==> src/rtl/hazard_scoreboard.sv <==
// hazard_scoreboard
//   Load-use / ECALL hazard unit for a 5-stage RISC-V pipeline, placed in ID
//   beside the IF/ID register. Each architectural register (x1..x31) has two
//   countdown counters:
//     fwd_cnt : cycles until a load result can be forwarded to an ID consumer
//     wb_cnt  : cycles until rd is readable straight from the regfile (used by
//               ECALL, which reads ECALL_REG without forwarding)
//   A taken branch/jump in EX squashes the instruction that issued last cycle,
//   so the counters it set are rolled back to what they would have been.
//
// Ports
//   clk_i            clock
//   reset_n_i        synchronous reset, active-low
//   if_id_valid_i    IF/ID holds a live instruction
//   if_id_inst_i     32-bit instruction in ID
//   flush_i          branch/jump taken in EX: EX and ID instructions squashed
//   mem_stall_i      data memory not ready: whole pipeline frozen this cycle
//   hazard_o         ID instruction must not issue this cycle
//   pc_write_o       PC update enable
//   if_id_write_o    IF/ID write enable
//   id_ex_bubble_o   load NOP into ID/EX at next edge
//   stall_cause_o    0 none, 1 load-use, 2 ecall, 3 mem_stall
module hazard_scoreboard #(
    parameter int REG_CNT   = 32,
    parameter int LOAD_LAT  = 1,
    parameter int WB_LAT    = 2,
    parameter int ECALL_REG = 17,
    parameter int CNT_W     = 2
) (
    input  logic        clk_i,
    input  logic        reset_n_i,
    input  logic        if_id_valid_i,
    input  logic [31:0] if_id_inst_i,
    input  logic        flush_i,
    input  logic        mem_stall_i,
    output logic        hazard_o,
    output logic        pc_write_o,
    output logic        if_id_write_o,
    output logic        id_ex_bubble_o,
    output logic [1:0]  stall_cause_o
);

    localparam int IDX_W = $clog2(REG_CNT);

    localparam logic [6:0] OPC_LOAD   = 7'b0000011;
    localparam logic [6:0] OPC_OPIMM  = 7'b0010011;
    localparam logic [6:0] OPC_AUIPC  = 7'b0010111;
    localparam logic [6:0] OPC_STORE  = 7'b0100011;
    localparam logic [6:0] OPC_OP     = 7'b0110011;
    localparam logic [6:0] OPC_LUI    = 7'b0110111;
    localparam logic [6:0] OPC_BRANCH = 7'b1100011;
    localparam logic [6:0] OPC_JALR   = 7'b1100111;
    localparam logic [6:0] OPC_JAL    = 7'b1101111;
    localparam logic [31:0] INST_ECALL = 32'h0000_0073;

    // Counters must be able to hold the largest latency loaded into them.
    if (((1 << CNT_W) <= LOAD_LAT) || ((1 << CNT_W) <= WB_LAT)) begin : g_cnt_w_check
        $error("hazard_scoreboard: CNT_W too narrow for LOAD_LAT/WB_LAT");
    end

    function automatic logic [CNT_W-1:0] dec_sat(input logic [CNT_W-1:0] v);
        return (v == '0) ? '0 : v - CNT_W'(1);
    endfunction

    // ---------------- decode ----------------
    logic [6:0]       opcode;
    logic [IDX_W-1:0] rd, rs1, rs2;
    logic             use_rs1, use_rs2, writes_rd, is_load, is_ecall;

    always_comb begin
        opcode    = if_id_inst_i[6:0];
        rd        = if_id_inst_i[7  +: IDX_W];
        rs1       = if_id_inst_i[15 +: IDX_W];
        rs2       = if_id_inst_i[20 +: IDX_W];
        is_load   = (opcode == OPC_LOAD);
        is_ecall  = (if_id_inst_i == INST_ECALL);
        use_rs1   = (opcode == OPC_OPIMM) || (opcode == OPC_LOAD)  || (opcode == OPC_JALR) ||
                    (opcode == OPC_OP)    || (opcode == OPC_STORE) || (opcode == OPC_BRANCH);
        use_rs2   = (opcode == OPC_OP) || (opcode == OPC_STORE) || (opcode == OPC_BRANCH);
        writes_rd = ((opcode == OPC_OP)  || (opcode == OPC_OPIMM) || (opcode == OPC_LOAD) ||
                     (opcode == OPC_JAL) || (opcode == OPC_JALR)  || (opcode == OPC_LUI)  ||
                     (opcode == OPC_AUIPC)) && (rd != '0);
    end

    // ---------------- state ----------------
    logic [CNT_W-1:0] fwd_cnt_q [REG_CNT];
    logic [CNT_W-1:0] wb_cnt_q  [REG_CNT];
    logic [CNT_W-1:0] fwd_cnt_d [REG_CNT];
    logic [CNT_W-1:0] wb_cnt_d  [REG_CNT];
    logic [IDX_W-1:0] last_rd_q;
    logic             last_vld_q;
    logic [CNT_W-1:0] prev_fwd_q, prev_wb_q;

    logic load_use, ecall_h, issue, rollback;

    always_comb begin
        load_use = if_id_valid_i &&
                   ((use_rs1 && (rs1 != '0) && (fwd_cnt_q[rs1] != '0)) ||
                    (use_rs2 && (rs2 != '0) && (fwd_cnt_q[rs2] != '0)));
        ecall_h  = if_id_valid_i && is_ecall && (wb_cnt_q[ECALL_REG] != '0);
    end

    // ---------------- output priority ----------------
    always_comb begin
        hazard_o       = 1'b0;
        pc_write_o     = 1'b1;
        if_id_write_o  = 1'b1;
        id_ex_bubble_o = 1'b0;
        stall_cause_o  = 2'd0;
        if (!reset_n_i) begin
            hazard_o       = 1'b1;
            pc_write_o     = 1'b0;
            if_id_write_o  = 1'b0;
            id_ex_bubble_o = 1'b1;
        end else if (mem_stall_i) begin
            // ID/EX holds its content, so no bubble is injected.
            hazard_o       = 1'b1;
            pc_write_o     = 1'b0;
            if_id_write_o  = 1'b0;
            stall_cause_o  = 2'd3;
        end else if (flush_i) begin
            // The ID instruction is squashed; the fetch redirect must proceed.
            id_ex_bubble_o = 1'b1;
        end else if (ecall_h || load_use) begin
            hazard_o       = 1'b1;
            pc_write_o     = 1'b0;
            if_id_write_o  = 1'b0;
            id_ex_bubble_o = 1'b1;
            stall_cause_o  = ecall_h ? 2'd2 : 2'd1;
        end
    end

    assign issue    = reset_n_i && if_id_valid_i && !mem_stall_i && !flush_i && !hazard_o;
    assign rollback = flush_i && last_vld_q;

    // ---------------- per-register next state ----------------
    for (genvar gi = 0; gi < REG_CNT; gi++) begin : g_reg
        if (gi == 0) begin : g_x0
            assign fwd_cnt_d[gi] = '0;
            assign wb_cnt_d[gi]  = '0;
        end else begin : g_xn
            logic hit_issue, hit_rollback;
            assign hit_issue    = issue && writes_rd && (rd == IDX_W'(gi));
            assign hit_rollback = rollback && (last_rd_q == IDX_W'(gi));
            // prev_* already account for the issue cycle; one more decrement
            // covers the flush cycle itself.
            assign fwd_cnt_d[gi] = hit_issue    ? (is_load ? CNT_W'(LOAD_LAT) : '0) :
                                   hit_rollback ? dec_sat(prev_fwd_q) :
                                                  dec_sat(fwd_cnt_q[gi]);
            assign wb_cnt_d[gi]  = hit_issue    ? CNT_W'(WB_LAT) :
                                   hit_rollback ? dec_sat(prev_wb_q) :
                                                  dec_sat(wb_cnt_q[gi]);
        end
    end

    // ---------------- registers ----------------
    always_ff @(posedge clk_i) begin
        if (!reset_n_i) begin
            for (int i = 0; i < REG_CNT; i++) begin
                fwd_cnt_q[i] <= '0;
                wb_cnt_q[i]  <= '0;
            end
            last_vld_q <= 1'b0;
            last_rd_q  <= '0;
            prev_fwd_q <= '0;
            prev_wb_q  <= '0;
        end else if (!mem_stall_i) begin
            fwd_cnt_q <= fwd_cnt_d;
            wb_cnt_q  <= wb_cnt_d;
            if (issue && writes_rd) begin
                // Remember what rd's counters would have become without this
                // issue, so a flush next cycle can restore them.
                prev_fwd_q <= dec_sat(fwd_cnt_q[rd]);
                prev_wb_q  <= dec_sat(wb_cnt_q[rd]);
                last_rd_q  <= rd;
                last_vld_q <= 1'b1;
            end else begin
                last_vld_q <= 1'b0;
            end
        end
    end

endmodule

==> config.mk <==
export PLATFORM = sky130hd
export DESIGN_NAME = hazard_scoreboard
export DESIGN_NICKNAME = d
export VERILOG_FILES = /design/src/rtl/hazard_scoreboard.sv
export SDC_FILE = /design/constraint.sdc
export NUM_CORES = 1
export LEC_CHECK = 0
export ABC_AREA = 1
export CORE_AREA = 2 2 160 178
export CTS_BUF_LIST = sky130_fd_sc_hd__clkbuf_4
export DETAILED_ROUTE_END_ITERATION = 10
export DIE_AREA = 0 0 162 180
export PLACE_DENSITY_LB_ADDON = 0.2
export RECOVER_POWER = 100
export SLEW_MARGIN = 10
export SYNTH_ARGS = -nofsm -noshare
export SYNTH_HDL_FRONTEND = slang
export SYNTH_SLANG_ARGS = --single-unit
==> constraint.sdc <==
create_clock -name clk_i -period 3.2 [get_ports clk_i]
set_input_delay 0.8 -clock clk_i [delete_from_list [all_inputs] [get_ports clk_i]]
set_output_delay 0.8 -clock clk_i [all_outputs]
set_load 0.02 [all_outputs]
# After elaboration in Yosys (flattened, before gate mapping)
# Index checks and enable logic that the tools add are counted.
# Widths: inputs -> output; s select.
dict set report classes {
  addsub 66
  order_cmp 3
  n_reduce_logical 167
  bitwise 4
  eq_ne 72
  mux 220
}
# operator count
set op_table {}
lappend op_table {{$mux 2} 203}
lappend op_table {{$eq 5x5->1 const B} 32}
lappend op_table {{$logic_not 2->1} 66}
lappend op_table {{$sub 2x1->2 const B} 66}
lappend op_table {{$eq 5x4->1 const B} 16}
lappend op_table {{$logic_and 1x1->1} 76}
lappend op_table {{$bmux 2 s5} 4}
lappend op_table {{$eq 5x3->1 const B} 8}
lappend op_table {{$eq 32x7->1 const B} 1}
lappend op_table {{$eq 7x6->1 const B} 3}
lappend op_table {{$eq 7x7->1 const B} 3}
lappend op_table {{$eq 5x2->1 const B} 4}
lappend op_table {{$ge 6x6->1 const B} 3}
lappend op_table {{$not 5->6} 3}
lappend op_table {{$logic_or 1x1->1} 15}
lappend op_table {{$reduce_bool 5->1} 3}
lappend op_table {{$eq 7x5->1 const B} 2}
lappend op_table {{$mux 1} 13}
lappend op_table {{$eq 5x1->1 const B} 2}
lappend op_table {{$eq 7x2->1 const B} 1}
lappend op_table {{$reduce_bool 2->1} 3}
lappend op_table {{$logic_not 1->1} 3}
lappend op_table {{$reduce_and 2->1} 1}
lappend op_table {{$not 1->1} 1}
dict set report totals {
  ff_bits 134
  in_bits 37
  out_inout_bits 6
}

# Depth between registers and ports, before layout
dict set report depth {
  depth_word 20
  mapped_depth 20
  ltp_nobuf 20
}

# Worst setup path after synthesis
# No wires, ideal clock.
dict set report synth_timing {
  kind {input port to output port}
  from {input if_id_inst_i[16]}
  to {output pc_write_o}
  path_slack_ns -0.030
  n_path_buf 3
  required_time_ns 2.400
  path_stages 16
  t_arrival_ns 2.430
  path_cell_list {buf_4 -> inv_1 -> nand2_1 -> nor3_1 -> nor2_1 -> nand2_1 -> nand3_1 -> nand2_1 -> nand2_1 -> nand3_1 -> nand2_1 -> nand2_1 -> nand2_2 -> a21oi_4 -> buf_2 -> buf_4}
}
dict set report synth_via {
  elab_chain_cells 13
  elab_cells_between_ends 18
}
# element line
set synth_lines {}
lappend synth_lines {{start: declaration} 33} ;# input logic [31:0] if_id_inst_i,
lappend synth_lines {{$not 5->6 (not written as such)} 98} ;# ((use_rs1 && (rs1 != '0) && (fwd_cnt_q[rs1] != '0)) ||
lappend synth_lines {{$bmux 2 s5} 98}
lappend synth_lines {{$mux 2 (not written as such) (2 in series)} 98}
lappend synth_lines {{$reduce_bool 2->1} 98}
lappend synth_lines {{$logic_and 1x1->1} 98}
lappend synth_lines {{$logic_or 1x1->1} 98}
lappend synth_lines {{$logic_and 1x1->1} 97} ;# load_use = if_id_valid_i &&
lappend synth_lines {{$logic_or 1x1->1 *} 124} ;# end else if (ecall_h || load_use) begin
lappend synth_lines {{$mux 1 * (4 in series)} n/a}
lappend synth_lines {{end: declaration} 37} ;# output logic pc_write_o,
# Mark *: on every way between the ends. The rest lies on a longest branch, timed or not. The select of a mux whose other input is x is not followed.

# Worst setup path after layout
dict set report layout_timing {
  from {input mem_stall_i}
  to {register wb_cnt_q[8] (netlist name)}
}
dict set report layout_via {
  elab_chain_cells 7
  elab_cells_between_ends 10
}
# element line
set layout_lines {}
lappend layout_lines {{start: declaration} 35} ;# input logic mem_stall_i,
lappend layout_lines {{$mux 1 / $logic_not 1->1 (equally long branches)} n/a}
lappend layout_lines {{$mux 1 / $logic_and 1x1->1 (equally long branches)} {110, 133}}
lappend layout_lines {{$logic_not 1->1 / $logic_and 1x1->1 (equally long branches)} 133} ;# assign issue = reset_n_i && if_id_valid_i && !mem_stall_i && !flush_i && !hazard_o;
lappend layout_lines {{$logic_and 1x1->1} 133}
lappend layout_lines {{$logic_and 1x1->1 (2 in series)} 143} ;# assign hit_issue = issue && writes_rd && (rd == IDX_W'(gi));
lappend layout_lines {{$mux 2} 150} ;# assign wb_cnt_d[gi] = hit_issue ? CNT_W'(WB_LAT) :
lappend layout_lines {{end signal: assignment} 169} ;# wb_cnt_q <= wb_cnt_d;
lappend layout_lines {{end: declaration} 87} ;# logic [CNT_W-1:0] wb_cnt_q [REG_CNT];
# Several ways; a longest one is shown, not always the timed one.
# A chain may end at the register's enable or synchronous reset.

==> run summary <==
Routability Congestion - 0.937
Max H-tree Level - 4
Maximum clock rate - 313 MHz
Synth area leaders - dfxtp_1, o21ai_0, nand2_1, inv_1, nand3_1
Fin util - 41.7%
Vias post-DR - 11,776
Syn nets - 1,551
Endpoints failing hold - 0
Placed Area - 0.0110 sq mm
Post-route cell area - 0.0114 sq mm
CP endpoint kind - flop
Die width - 162 microns
Clock Path Buffers - 2
Worst path required time - 3.70 ns
CP Depth - 9
Largest net degree at the start of global routing - 46
Total Power - 0.00339 W
First-pass GRT wire length - 65.8 mm
GRT overflow - 0
Share of cells above drive strength 1 - 17.3%
Initial Utilization - 33.5%
HPWL Detailed - 30.5 mm
Worst Tran Pin Value - 0.991 ns
EDFF count, synth - 0
Final setup viols - 0
Fill count - 2,982
Commonest non-fill, non-tap cells in the layout - nand2_1, o21ai_0, inv_1, buf_4, nand3_1
IO Port Bufs - 42
Yosys top cell by area - dfxtp_1
Synth Flop Type - dfxtp_1
Slowest-stage cell, CP - clkbuf_1
Initial antenna violation count - 1
Synth Cell Area - 0.00916 sq mm
Min-Delay Path Class - reg2reg
Clock transition at path regs - 0.13 ns
RSZ-0062 raised after global routing - yes
Final Critical Period - 3.20 ns
Avg Inst Size Synth - 6.05 sq um
YS warnings - 0
Max-slew violations - 0
All-Layer GR Usage - 29.5%
Post-synth ARST share - 0%
Row cnt - 64
Max cap viols - 0
Hold Crit Depth - 2
Vias per cell - 5.82
Worst path arrival time - 3.70 ns
CP top delay family - buffers and inverters
CTS sink count - 134
Outcome - finished, final reports clean
Clock root buffer - clkbuf_4
DP Cell Count - 1,980
Die ar. - 0.0292 sq mm
I/O pin total - 43
Remaining DRCs - 0
Vias in the first global route - 11,032
Fin Hold WS - 0.470 ns
Final Cycle Share - 99.9%
Leak - 4.37 nW
Final cell count without fillers - 2,022
Maximum vdd drop - 0.217 mV
DRT iter0 DRCs - 1,381
Reg2reg path depth - 17
Fin nets - 1,682
Clk_lat worst skew - 0.59 ns
Yosys reg bits - 134
Routed length per instance - 21.5 microns
Die height - 180 microns
Layout area overhead - 24.7%
Antenna Nets Post-Route - 0
Hold_buf cts - 0
Sequential element share of the synthesized area - 29.3%
Pwr Density - 297 mW/mm^2
Distinct cells, synth - 36
CTS Buf Count - 17
Routed WL - 43.6 mm
DRT Pass-1 Iters - 6
CP bufs+invs - 5
CTS tree - built
Synth top area share - 29.3%
Crit-path cells - clkdlybuf4s50_1, inv_1, nand2_1, clkbuf_1, inv_1, clkbuf_4, nand4_1, o21ai_0, o21ai_0
Most common cell after layout, fill and taps aside - nand2_1
Slowest stage delay, CP - 0.76 ns
Post-Synthesis Cells - 1,514
Core area - 0.0274 sq mm
Rel. slew slack - 33.7%
Clk_skew - 0.0242 ns
CP max FO - 45
Setup Crit Path Kind - in2reg
CP startpoint kind - input pin
[kinds of logic (layout without fill, tap and decap cells)]
logic type	Yosys count	after routing	synth area share, %
compound gates	411	411	24.8
flops	134	134	29.3
buf+inv	283	427	12.0
other cells	0	1	0
simple gates	686	686	33.9
[cell type report]
type	count	area, sq um	share of cell area [%]
diodes	1	2.50	0.0219
clock buffers	18	135	1.18
clock inverters	14	113	0.986
inverters	189	719	6.30
multi-input cells	1097	5550	48.6
flip-flops and latches	134	2710	23.7
well taps	363	454	3.98
repair buffers	206	1740	15.3
[metal layers]
layer  GRT usage, %  part of all wire, %  vias up
met5              0                    0        -
li1               -                    -     5530
met1           38.5                   40     5437
met3           4.61                   10      125
met2           47.8                   45      684
met4           13.3                  4.7        0
[registers in the layout (all words and copies together) (netlist names)]
| register | flops |
|---|---|
| fwd_cnt_q | 62 |
| wb_cnt_q | 62 |
| last_rd_q | 5 |
| prev_fwd_q | 2 |
| prev_wb_q | 2 |
| last_vld_q | 1 |
[path summary, 6_finish.rpt]
| kind | startpoint | end | slack (ns) |
|---|---|---|---|
| setup / recovery | mem_stall_i | wb_cnt_q[8] | 0.002 |
| hold / removal | last_vld_q | last_vld_q | 0.47 |
| setup reg to reg | fwd_cnt_q[10] | last_rd_q[4] | 0.44 |
| hold reg to reg | last_vld_q | last_vld_q | 0.47 |
[cells in the mapped netlist, types with 2 or more instances]
master    instances
a21oi_1          15
a22oi_1          16
a31oi_1          65
buf_1             5
buf_2             9
buf_4             6
clkbuf_1         73
clkinv_1          2
dfxtp_1         134
inv_1           182
inv_2             5
nand2_1         276
nand2_2           3
nand3_1         130
nand4_1         103
nor2_1          119
nor3_1           43
nor4_1            6
o21ai_0         244
o21ai_1          20
o221ai_1          4
o22ai_1          40
[timing repair]
action                     CTS  global route
setup endpoints to repair    6             6
gates cloned                 0             0
setup buffers                5             5
resized for setup          124            56
pin swaps                   20            18
[where the power goes]
part | internal (W) | total, W | leakage [nW] | switching [W]
combinational | 0.000208 | 0.000574 | 3.15 | 0.000366
clock | 0.000382 | 0.00109 | 0.126 | 0.000709
sequential | 0.00170 | 0.00172 | 1.09 | 0.0000265
total | 0.00229 | 0.00339 | 4.37 | 0.00110
[worst min-delay path, stage by stage (launching register included)]
cell	delay (ns)
dfxtp_1	0.34
nand2_1	0.06
nand2_1	0.04
[per-stage QoR]
| step | TNS [ns] | setup WS, ns |
|---|---|---|
| 2_1_floorplan | 0 | 0.0452 |
| 3_3_place_gp | -20.17 | -0.824 |
| 3_5_place_dp | -20.05 | -0.824 |
| 4_1_cts | 0 | 0.00160 |
| 5_1_grt | -0.322 | -0.0791 |
| 6_report | 0 | 0.00238 |
No activity file was read; power rests on OpenSTA's default activity.
